$ cat src/rtl/memory_arbiter.sv
// Single-port RAM arbiter: serialises a latched data request and an
// instruction fetch onto one RAM port. Data requests win over fetches.
// Each access ends with a one-cycle ihit or dhit pulse and a one-cycle
// bubble in DONE, so two accesses are never issued back to back.
// A watchdog forces completion when the RAM does not answer in time.
// The watchdog fires in the access cycle whose wait count equals TIMEOUT.
// The count starts at 0, so an unanswered access spans TIMEOUT+1 cycles.
// The sticky timeout flag is set then and is cleared only by reset.
module memory_arbiter #(
    parameter int                ADDR_W   = 32,
    parameter int                DATA_W   = 32,
    parameter int                TIMEOUT  = 255,
    parameter logic [DATA_W-1:0] ERR_WORD = DATA_W'(32'hBAD1BAD1)
) (
    input  logic              CLK,
    input  logic              nRST,
    input  logic              iREN,
    input  logic [ADDR_W-1:0] iaddr,
    input  logic              dREN,
    input  logic              dWEN,
    input  logic [ADDR_W-1:0] daddr,
    input  logic [DATA_W-1:0] dstore,
    output logic              ihit,
    output logic              dhit,
    output logic [DATA_W-1:0] iload,
    output logic [DATA_W-1:0] dload,
    output logic              ramREN,
    output logic              ramWEN,
    output logic [ADDR_W-1:0] ramaddr,
    output logic [DATA_W-1:0] ramstore,
    input  logic [DATA_W-1:0] ramload,
    input  logic              ram_rdy,
    output logic              timeout
);

    localparam int               CNT_W   = (TIMEOUT < 1) ? 1 : $clog2(TIMEOUT + 1);
    localparam logic [CNT_W-1:0] CNT_MAX = CNT_W'(TIMEOUT);

    typedef enum logic [1:0] {
        IDLE,
        DACC,
        IACC,
        DONE
    } state_t;

    state_t           state_reg;
    logic [CNT_W-1:0] cnt_reg;
    // The current access returns data. A write with dREN also set is not a read.
    logic             rd_reg;

    // Arbitration FSM; every output is a register, so the RAM port is
    // glitch-free and stays stable for the whole access.
    always_ff @(posedge CLK or negedge nRST) begin
        if (!nRST) begin
            state_reg <= IDLE;
            cnt_reg   <= '0;
            rd_reg    <= 1'b0;
            ihit      <= 1'b0;
            dhit      <= 1'b0;
            iload     <= '0;
            dload     <= '0;
            ramREN    <= 1'b0;
            ramWEN    <= 1'b0;
            ramaddr   <= '0;
            ramstore  <= '0;
            timeout   <= 1'b0;
        end else begin
            // The hit strobes are single-cycle pulses unless set again below.
            ihit <= 1'b0;
            dhit <= 1'b0;
            case (state_reg)
                IDLE: begin
                    if (dREN || dWEN) begin
                        state_reg <= DACC;
                        ramaddr   <= daddr;
                        ramstore  <= dstore;
                        ramWEN    <= dWEN;
                        ramREN    <= dREN & ~dWEN;
                        rd_reg    <= ~dWEN;
                    end else if (iREN) begin
                        state_reg <= IACC;
                        ramaddr   <= iaddr;
                        ramWEN    <= 1'b0;
                        ramREN    <= 1'b1;
                        rd_reg    <= 1'b1;
                    end
                end
                DACC, IACC: begin
                    if (ram_rdy || (cnt_reg == CNT_MAX)) begin
                        state_reg <= DONE;
                        ramREN    <= 1'b0;
                        ramWEN    <= 1'b0;
                        if (state_reg == DACC) begin
                            dhit <= 1'b1;
                            if (rd_reg) begin
                                dload <= ram_rdy ? ramload : ERR_WORD;
                            end
                        end else begin
                            ihit <= 1'b1;
                            if (rd_reg) begin
                                iload <= ram_rdy ? ramload : ERR_WORD;
                            end
                        end
                        if (!ram_rdy) begin
                            timeout <= 1'b1;
                        end
                    end else if (cnt_reg != CNT_MAX) begin
                        cnt_reg <= cnt_reg + CNT_W'(1);
                    end
                end
                DONE: begin
                    cnt_reg   <= '0;
                    state_reg <= IDLE;
                end
                default: begin
                    state_reg <= IDLE;
                end
            endcase
        end
    end

endmodule
$ cat config.mk
export PLATFORM = sky130hd
export DESIGN_NAME = memory_arbiter
export DESIGN_NICKNAME = d
export VERILOG_FILES = /design/src/rtl/memory_arbiter.sv
export SDC_FILE = /design/constraint.sdc
export NUM_CORES = 1
export LEC_CHECK = 0
export ABC_AREA = 1
export BUFFER_PORTS_ARGS = -buffer_cell sky130_fd_sc_hd__buf_2
export CAP_MARGIN = 20
export CORE_MARGIN = 5
export CORE_UTILIZATION = 40
export CTS_CLUSTER_SIZE = 12
export DETAILED_ROUTE_END_ITERATION = 6
export PLACE_DENSITY = 0.8
export SYNTH_ARGS = -nofsm -noshare
export SYNTH_HDL_FRONTEND = slang
export SYNTH_SLANG_ARGS = --single-unit
$ cat constraint.sdc
create_clock -name CLK -period 2.7 [get_ports CLK]
set_clock_uncertainty 0.05 [all_clocks]
set_input_delay 0.27 -clock CLK [delete_from_list [all_inputs] [get_ports CLK]]
set_output_delay 0.27 -clock CLK [all_outputs]
set_load 0.01 [all_outputs]
==> results.yml, run 1 <==
critical_path:
  worstSetupPathType: "flip-flop to flip-flop"
  r2r_end: "dload[1]$_DFFE_PN0P_"
  cp.arrival_ps: 2320
  reg2reg_from: "cnt_reg[0]$_DFFE_PN0P_"
  reg2reg_slack_ps: 600
  critPathCaptureType: "flip-flop"
  cp-start-kind: "flip-flop"
  crit_fanout: 64
  cp.required_ps: 2930
  rr_worst_depth: 8
grt:
  grt_first_pass_wirelength_mm: 25.8
  grt.total_usage_pct: 18.1
  grt_max_degree: 71
  grt_overflow: 0
  grt_pass1_vias: 5269
  antenna_found_initial: 0
floorplanning:
  die_w_um: 134
  io_pins: 267
  core-area_mm2: 0.0151
  start_util_pct: 40.6
  die_h_um: 134
  die_area_mm2: 0.0179
  rows: 45
final_layout:
  fillers: 1367
  area.growth.synth_to_final_pct: 33.3
  fin_nets: 1012
  drive_gt1_share_pct: 42.1
  final_area_mm2: 0.00817
  n_antenna_cell: 0
route:
  wl_per_cell_um: 14.9
  drc: 0
  drt_iter0_drc: 233
  routed_wl_mm: 16.0
  ant_nets: 0
  vias: 5198
  avgViaCountPerCell: 4.85
  first_pass_iters: 4
timing:
  max_freq_mhz: 476
  tightestPinTransition_ps: 770
  hold_viol_final: 0
  tns_ps: 0
  maxSlewViolCount: 0
  slew_headroom_pct: 48.7
  setup_violations: 0
  grt_setup_unrepaired: "false"
  fin_crit_ps: 2100
  fin_crit_sh_pct: 77.7
synthesis:
  syn-num-nets: 752
  syn_inst: 612
  synth_edf_count: 0
  synth.top_cells.by_area: "dfrtp_1 59%, nand2_1 11%, mux2_2 5.7%, nor2_1 4.1%, o21ai_2 3.9%"
  synth_seq_cells: 144
  synth_top_area_share_pct: 58.8
  synth.cell_area_mm2: 0.00613
  synth_cell_types: 28
  synth_ff_type: "dfrtp_1"
  synth_area_leader_cell: "dfrtp_1"
  avgSynthCellArea_um2: 10.0
  synth_async_sr_flop_share_pct: 100
  ys_warn_count: 0
  ys_seq_area_share_pct: 58.8
min_path:
  hp-class: "input port to flip-flop"
  hold_depth: 2
  hold_end: "ramstore[4]$_DFFE_PN0P_"
  hold_start: "dstore[4]"
placement:
  gp_congestion: 0.774
  numPortBuffers: 266
  place_area_mm2: 0.00756
  dp_hpwl_mm: 12.0
pwr:
  powerDensity_mw_per_mm2: 1210
  p_leak_nw: 4.21
  ir_worst_vdd_mv: 0.508
clock_tree:
  numCtsBuffers: 17
  cts.clk_slew.worst_paths_ps: 60
  clk_latency_ps: 410
  clock-root-buffer: "clkbuf_16"
  cts_tree: "yes"
  cts.sinks: 144
  htreeDepth: 4
  clockBufferDepth: 2
  cts-resized-gates: 0
outcome:
  status: "completed"
job:
  maxCapViolations: 0
[timing repair]
item                      CTS  global route
setup buffers               0             0
hold endpoints to repair   48             0
hold buffers                1             0
[cells in the final DEF (no fill, tap or decap), drive strengths merged]
master and count:
a21oi 3, a31oi 32, buf 274, bufinv 2, clkbuf 20, clkinv 5
clkinvlp 1, dfrtp 144, dlygate4sd3 1, ha 6, inv 18, mux2 32
nand2 185, nand3 18, nand4 2, nor2 69, nor3b 1, o21ai 67
o21bai 2, xnor2 1, xor2 1
[area by class of cell]
type                            instances  area [um2]  share of cell area, %
Sequential cell                       144        3600                   44.1
Inverter                               15        56.3                  0.689
Clock inverter                         11         130                   1.59
Tap cell                              188         235                   2.88
Timing Repair Buffer                  275        1430                   17.5
Clock buffer                           20         467                   5.71
Multi-Input combinational cell        419        2240                   27.5
[synth_stat cells (all sizes together) (2+ instances only)]
master and count:
a21oi 3, a31oi 32, buf 26, clkbuf 8
dfrtp 144, ha 6, inv 15, mux2 32
nand2 185, nand3 18, nand4 2, nor2 69
o21ai 67, o21bai 2
[routing by layer]
metal  GRT usage, %  part of all wire, %  up-vias
met2           29.6                   48      243
met1           22.0                   40     2392
met5              0                    0        -
li1               -                    -     2537
met3           6.12                   10       26
met4           7.37                  2.2        0
[power by group]
part | leakage (nW) | switching, mW | internal [mW]
Clock | 0.293 | 0.890 | 1.44
Sequential | 1.75 | 0.527 | 3.17
Combinational | 2.16 | 2.19 | 1.63
[cell families after synthesis]
logic type / count (synthesis) / synth area share [%]
multiplexers: 32 / 5.88
AO/OA/AOI/OAI: 104 / 10.9
flip-flops: 144 / 58.8
buffers and inverters: 49 / 4.78
adder cells (fa/ha/maj): 6 / 1.23
AND/OR/NAND/NOR: 275 / 18.1
XOR/XNOR: 2 / 0.286
[metrics by stage]
step	util [%]	setup slack (ps)	hold WS, ps	total power [mW]	cells
after floorplan	-	1100	-75.6	6.09	612
after CTS	54.1	566	6.63	9.99	1072
after global routing	54.1	371	16.3	10.6	1072
after detailed placement	50.1	586	196	7.63	1040
final	54.1	601	31.8	9.85	1072
after global placement	50.1	655	196	7.47	1040
[how the worst max path moves through the flow]
stage                                        start                     end
after CTS                   cnt_reg[0]$_DFFE_PN0P_    dload[1]$_DFFE_PN0P_
after detailed placement    cnt_reg[0]$_DFFE_PN0P_   dload[19]$_DFFE_PN0P_
after global routing        cnt_reg[0]$_DFFE_PN0P_   dload[30]$_DFFE_PN0P_
after floorplan           state_reg[0]$_DFFE_PN0P_  cnt_reg[0]$_DFFE_PN0P_
final                       cnt_reg[0]$_DFFE_PN0P_    dload[1]$_DFFE_PN0P_
after global placement      cnt_reg[0]$_DFFE_PN0P_   dload[26]$_DFFE_PN0P_
[critical path: stages (launching register included)]
cell,delay [ps]
dfrtp_1,390
ha_1,200
nand2_2,80
nor2_2,130
nand2_2,100
nand2_4,100
nand3_4,550
nand2_1,280
o21ai_2,70
Power figures use the tool's default switching activity.
==> inputs of run 2 (changes only) <==
- PLACE_DENSITY: 0.8 -> 0.83
- clock period: 2.7 -> 1.7 ns (I/O delays scaled with it)
==> run 2 against run 1 <==
Sequential share of layout area decreased by 6.6 points. Non-clock buffer count increased by 137. Combinational power increased by 82%. Sequential cell count unchanged. First-iteration DRC count increased by 120%. Setup slack got worse by 520 ps. Routed wire length increased by 32%. Largest cell class unchanged.
==> results.yml, run 2 (same netlist as run 1, synthesis figures left out) <==
outcome:
  status: "completed"
grt:
  grt_max_degree: 43
  grt_overflow: 0
  antenna_found_initial: 0
  grt_first_pass_wirelength_mm: 33.4
  grt.total_usage_pct: 23.5
  grt_pass1_vias: 6526
clock_tree:
  cts.clk_slew.worst_paths_ps: 60
  clock-root-buffer: "clkbuf_16"
  numCtsBuffers: 17
  cts_tree: "yes"
  cts.sinks: 144
  clk_latency_ps: 420
  htreeDepth: 4
  clockBufferDepth: 2
route:
  drt_iter0_drc: 513
  drc: 0
  first_pass_iters: 6
  routed_wl_mm: 21.1
  vias: 6151
  avgViaCountPerCell: 5.08
  wl_per_cell_um: 17.4
  ant_nets: 0
timing:
  max_freq_mhz: 617
  maxSlewViolCount: 0
  hold_viol_final: 0
  setup_violations: 0
  tns_ps: 0
  finalHoldWorstSlack_ps: 14.8
  slew_headroom_pct: 72.4
  layout_setup_ws_ps: 78.3
  fin_crit_ps: 1620
  tightestPinTransition_ps: 415
  grt_setup_unrepaired: "false"
  fin_crit_sh_pct: 95.4
floorplanning:
  core-area_mm2: 0.0151
  start_util_pct: 40.6
  die_w_um: 134
  rows: 45
  die_area_mm2: 0.0179
  io_pins: 267
  die_h_um: 134
pwr:
  powerDensity_mw_per_mm2: 1740
  ir_worst_vdd_mv: 0.828
  clockPowerShare_pct: 22.6
  comb_power_share_pct: 41.7
  internal-power_mw: 10.4
  p_leak_nw: 4.84
  power.switching_mw: 6.34
  switching_share_pct: 37.8
  p_seq_share_pct: 35.8
final_layout:
  final_common_cell: "buf_2"
  drive_gt1_share_pct: 38.6
  postLayoutCoreUtil_pct: 63.7
  fin_nets: 1149
  fillers: 1127
  area.growth.synth_to_final_pct: 56.9
  final_cell_mix: "265 x buf_2, 181 x nand2_1, 144 x dfrtp_1"
min_path:
  hold_start: "ramload[2]"
  hp-class: "input port to flip-flop"
  hold_end: "dload[2]$_DFFE_PN0P_"
  hold_depth: 3
job:
  maxCapViolations: 0
critical_path:
  reg2reg_from: "state_reg[0]$_DFFE_PN0P_"
  critPathCaptureType: "flip-flop"
  cp.arrival_ps: 1870
  worstSetupPathType: "flip-flop to flip-flop"
  rr_worst_depth: 7
  reg2reg_slack_ps: 80
  r2r_end: "iload[19]$_DFFE_PN0P_"
  cp-start-kind: "flip-flop"
  cp.required_ps: 1950
  crit_fanout: 30
placement:
  dp_hpwl_mm: 12.6
  numPortBuffers: 266
  gp_congestion: 0.796
  pre_cts_ws_ps: 7.91
==> run 2: cell types whose count changed in the layout (fill, tap and decap cells not counted), moves of 2 or more <==
cell           previous run  this run
dlygate4sd3_1             1       120
buf_4                     6        17
buf_12                    2         9
clkinv_4                  3         5
==> run 2: worst max path at each step <==
| stage | from | to | depth (start not counted) |
|---|---|---|---|
| 6_report | state_reg[0]$_DFFE_PN0P_ | iload[19]$_DFFE_PN0P_ | 7 |
| 5_1_grt | cnt_reg[0]$_DFFE_PN0P_ | dload[3]$_DFFE_PN0P_ | 9 |
| 4_1_cts | cnt_reg[0]$_DFFE_PN0P_ | iload[19]$_DFFE_PN0P_ | 9 |
| 3_5_place_dp | state_reg[0]$_DFFE_PN0P_ | cnt_reg[4]$_DFFE_PN0P_ | 8 |
| 3_3_place_gp | state_reg[0]$_DFFE_PN0P_ | cnt_reg[1]$_DFFE_PN0P_ | 8 |
| 2_1_floorplan | state_reg[0]$_DFFE_PN0P_ | cnt_reg[0]$_DFFE_PN0P_ | 8 |
==> run 2: worst max-delay path, cell delays in order (launching register included) <==
cell and delay, ps:
dfrtp_1 410, buf_4 140, ha_1 220, nor2_1 190, nand3_4 140, buf_12 190
nand2_1 90, o21ai_2 60
==> run 2: area by class of cell <==
cell class	count	area, um2	share of cell area [%]
antenna	1	2.50	0.0260
multi-input combinational	419	2260	23.5
inverter	15	56.3	0.586
tap	188	235	2.45
sequential	144	3600	37.5
clock buffer	19	453	4.71
clock inverter	13	151	1.58
timing repair buffer	412	2850	29.6
==> run 2: per-layer routing <==
| layer | vias to the layer above | wire (um) | global-route usage (%) |
|---|---|---|---|
| met3 | 65 | 2180 | 7.02 |
| met1 | 2854 | 7960 | 27.8 |
| li1 | 2817 | - | - |
| met2 | 415 | 10300 | 39.5 |
| met4 | 0 | 703 | 10.4 |
| met5 | - | 0 | 0 |
==> run 2: power by group through the flow <==
stage                     clock (mW)  sequential [mW]  combinational, mW
after floorplan                    0             6.61               3.06
after global placement             0             5.86               6.31
after detailed placement           0             5.93               6.51
after CTS                       3.85             5.91               6.73
after global routing            4.02             6.18               7.59
final                           3.78             5.99               6.98
==> run 2: stage by stage <==
stage | std cells | cell area (um2) | power [mW]
finish | 1211 | 9610 | 16.8
global route | 1210 | 9610 | 17.8
CTS | 1208 | 9580 | 16.5
detailed placement | 1056 | 7770 | 12.4
global placement | 1056 | 7770 | 12.2
floorplan | 612 | 6130 | 9.67
==> run 2: timing repair <==
action                                  CTS  global route
hold endpoints to repair                172             0
hold buffers                            120             0
gates resized for setup                   1             4
endpoints found under the setup margin    1            53
setup buffers                             0             2
==> inputs of run 3 (changes only) <==
- BUFFER_PORTS_ARGS: -buffer_cell sky130_fd_sc_hd__buf_2 -> -buffer_cell sky130_fd_sc_hd__buf_4
- CORE_UTILIZATION: 40 -> 43
- PLACE_DENSITY: 0.83 -> 0.87
==> run 3 against run 2 <==
Setup slack worse by 49 ps. Sequential power is 2% higher. Largest power group unchanged. Via count is 3.3% higher. Die area is 6.5% lower. Non-clock buffer count is 5 higher. Critical path depth is 1 higher.
==> results.yml, run 3 (same netlist as run 1, synthesis figures left out) <==
outcome:
  status: "completed"
clock_tree:
  cts.sinks: 144
  clockBufferDepth: 2
  clock-root-buffer: "clkbuf_16"
  numCtsBuffers: 17
  cts.clk_slew.worst_paths_ps: 60
  cts_tree: "yes"
  clk_latency_ps: 420
  htreeDepth: 4
grt:
  grt_overflow: 0
  grt.total_usage_pct: 26.5
  antenna_found_initial: 0
  grt_first_pass_wirelength_mm: 34.0
  grt_max_degree: 45
  grt_pass1_vias: 6638
critical_path:
  critPathCaptureType: "flip-flop"
  critPathCapture: "ramaddr[6]$_DFFE_PN0P_"
  crit_chain: "inv_2 -> ha_4 -> inv_1 -> a21oi_4 -> buf_12 -> buf_12 -> nor2_1 -> a31oi_1"
  worstSetupPathType: "flip-flop to flip-flop"
  cp-start-kind: "flip-flop"
  reg2reg_from: "state_reg[1]$_DFFE_PN0P_"
  reg2reg_slack_ps: 30
  startpoint: "state_reg[1]$_DFFE_PN0P_"
  crit_fanout: 15
  r2r_end: "ramaddr[6]$_DFFE_PN0P_"
  cp_slowest_cell: "dfrtp_1"
  cp.required_ps: 1960
  cpPeakStageDelay_ps: 400
  cpMostUsedCell: "buf_12"
  cp.arrival_ps: 1930
  rr_worst_depth: 8
timing:
  layout_setup_ws_ps: 28.9
  max_freq_mhz: 598
  grt_setup_unrepaired: "true"
  tns_ps: 0
  fin_crit_sh_pct: 98.3
  tightestPinTransition_ps: 456
  hold_viol_final: 0
  fin_crit_ps: 1670
  maxSlewViolCount: 0
  finalHoldWorstSlack_ps: 13.3
  setup_violations: 0
  slew_headroom_pct: 69.6
floorplanning:
  start_util_pct: 44.0
  core-area_mm2: 0.0139
  die_w_um: 129
  die_h_um: 129
  rows: 43
  die_area_mm2: 0.0167
  io_pins: 267
route:
  routed_wl_mm: 23.3
  drt_iter0_drc: 440
  vias: 6355
  avgViaCountPerCell: 5.27
  ant_nets: 0
  wl_per_cell_um: 19.3
  drc: 0
  first_pass_iters: 5
pwr:
  p_leak_nw: 5.11
  ir_worst_vdd_mv: 0.842
  powerDensity_mw_per_mm2: 1780
  total_power_mw: 18.6
final_layout:
  drive_gt1_share_pct: 39.6
  area.growth.synth_to_final_pct: 70.5
  fin_nets: 1154
  final_cell_mix: "281 x buf_4, 179 x nand2_1, 144 x dfrtp_1"
  n_antenna_cell: 0
  final_cells: 1206
  final_common_cell: "buf_4"
placement:
  dp_hpwl_mm: 13.1
  numPortBuffers: 266
  pre_cts_ws_ps: -56.5
  place_inst: 1048
  gp_congestion: 0.839
job:
  maxCapViolations: 0
min_path:
  hp-class: "input port to flip-flop"
[run 3: worst min-delay path by stage]
stage,from,to,slack (ps),depth (start not counted)
floorplan,nRST,cnt_reg[0]$_DFFE_PN0P_,-180,0
global placement,nRST,dload[30]$_DFFE_PN0P_,80,1
detailed placement,nRST,dload[30]$_DFFE_PN0P_,80,1
CTS,ramload[0],dload[0]$_DFFE_PN0P_,5,3
global route,ramload[18],iload[18]$_DFFE_PN0P_,10,3
finish,ramload[0],dload[0]$_DFFE_PN0P_,10,3
[run 3: routing by layer]
layer	GRT usage, %	up-vias	wire length, um
met4	14.1	0	1030
met5	0	-	0
met3	9.19	96	2600
met1	29.3	3038	8090
met2	45.2	398	11600
li1	-	2823	-
[run 3: layout make-up]
type	instances	area, um2
repair buffers	417	3640
well taps	180	225
clock inverters	8	126
flip-flops and latches	144	3600
fillers	845	3490
inverters	15	56.3
multi-input cells	419	2290
clock buffers	23	508
[run 3: worst max-delay path: cells and delay by family (launching register included)]
family | cells | cell delay, ps
flops | 1 | 400
simple gates | 1 | 70
buf+inv | 4 | 480
fa+ha+maj | 1 | 170
compound gates | 2 | 400
[run 3: report_power, final]
group | switching, mW | internal, mW | leakage [nW] | total (mW)
logic | 4.22 | 4.30 | 3.05 | 8.52
registers | 1.07 | 5.05 | 1.75 | 6.12
clock network | 1.42 | 2.53 | 0.304 | 3.96
[run 3: stage by stage]
stage	utilization, %	instance area [um2]
after floorplan	-	6130
after global placement	60.6	8450
after detailed placement	60.6	8450
after CTS	73.8	10300
after global routing	75.0	10400
final	75.0	10400
[run 3: timing repair]
action / 4_1_cts / 5_1_grt
gates resized for setup: 2 / 11
setup buffers: 0 / 5
hold buffers: 119 / 0
pin swaps: 0 / 1
hold endpoints to repair: 167 / 0
cloned: 0 / 3
endpoints found under the setup margin: 10 / 78
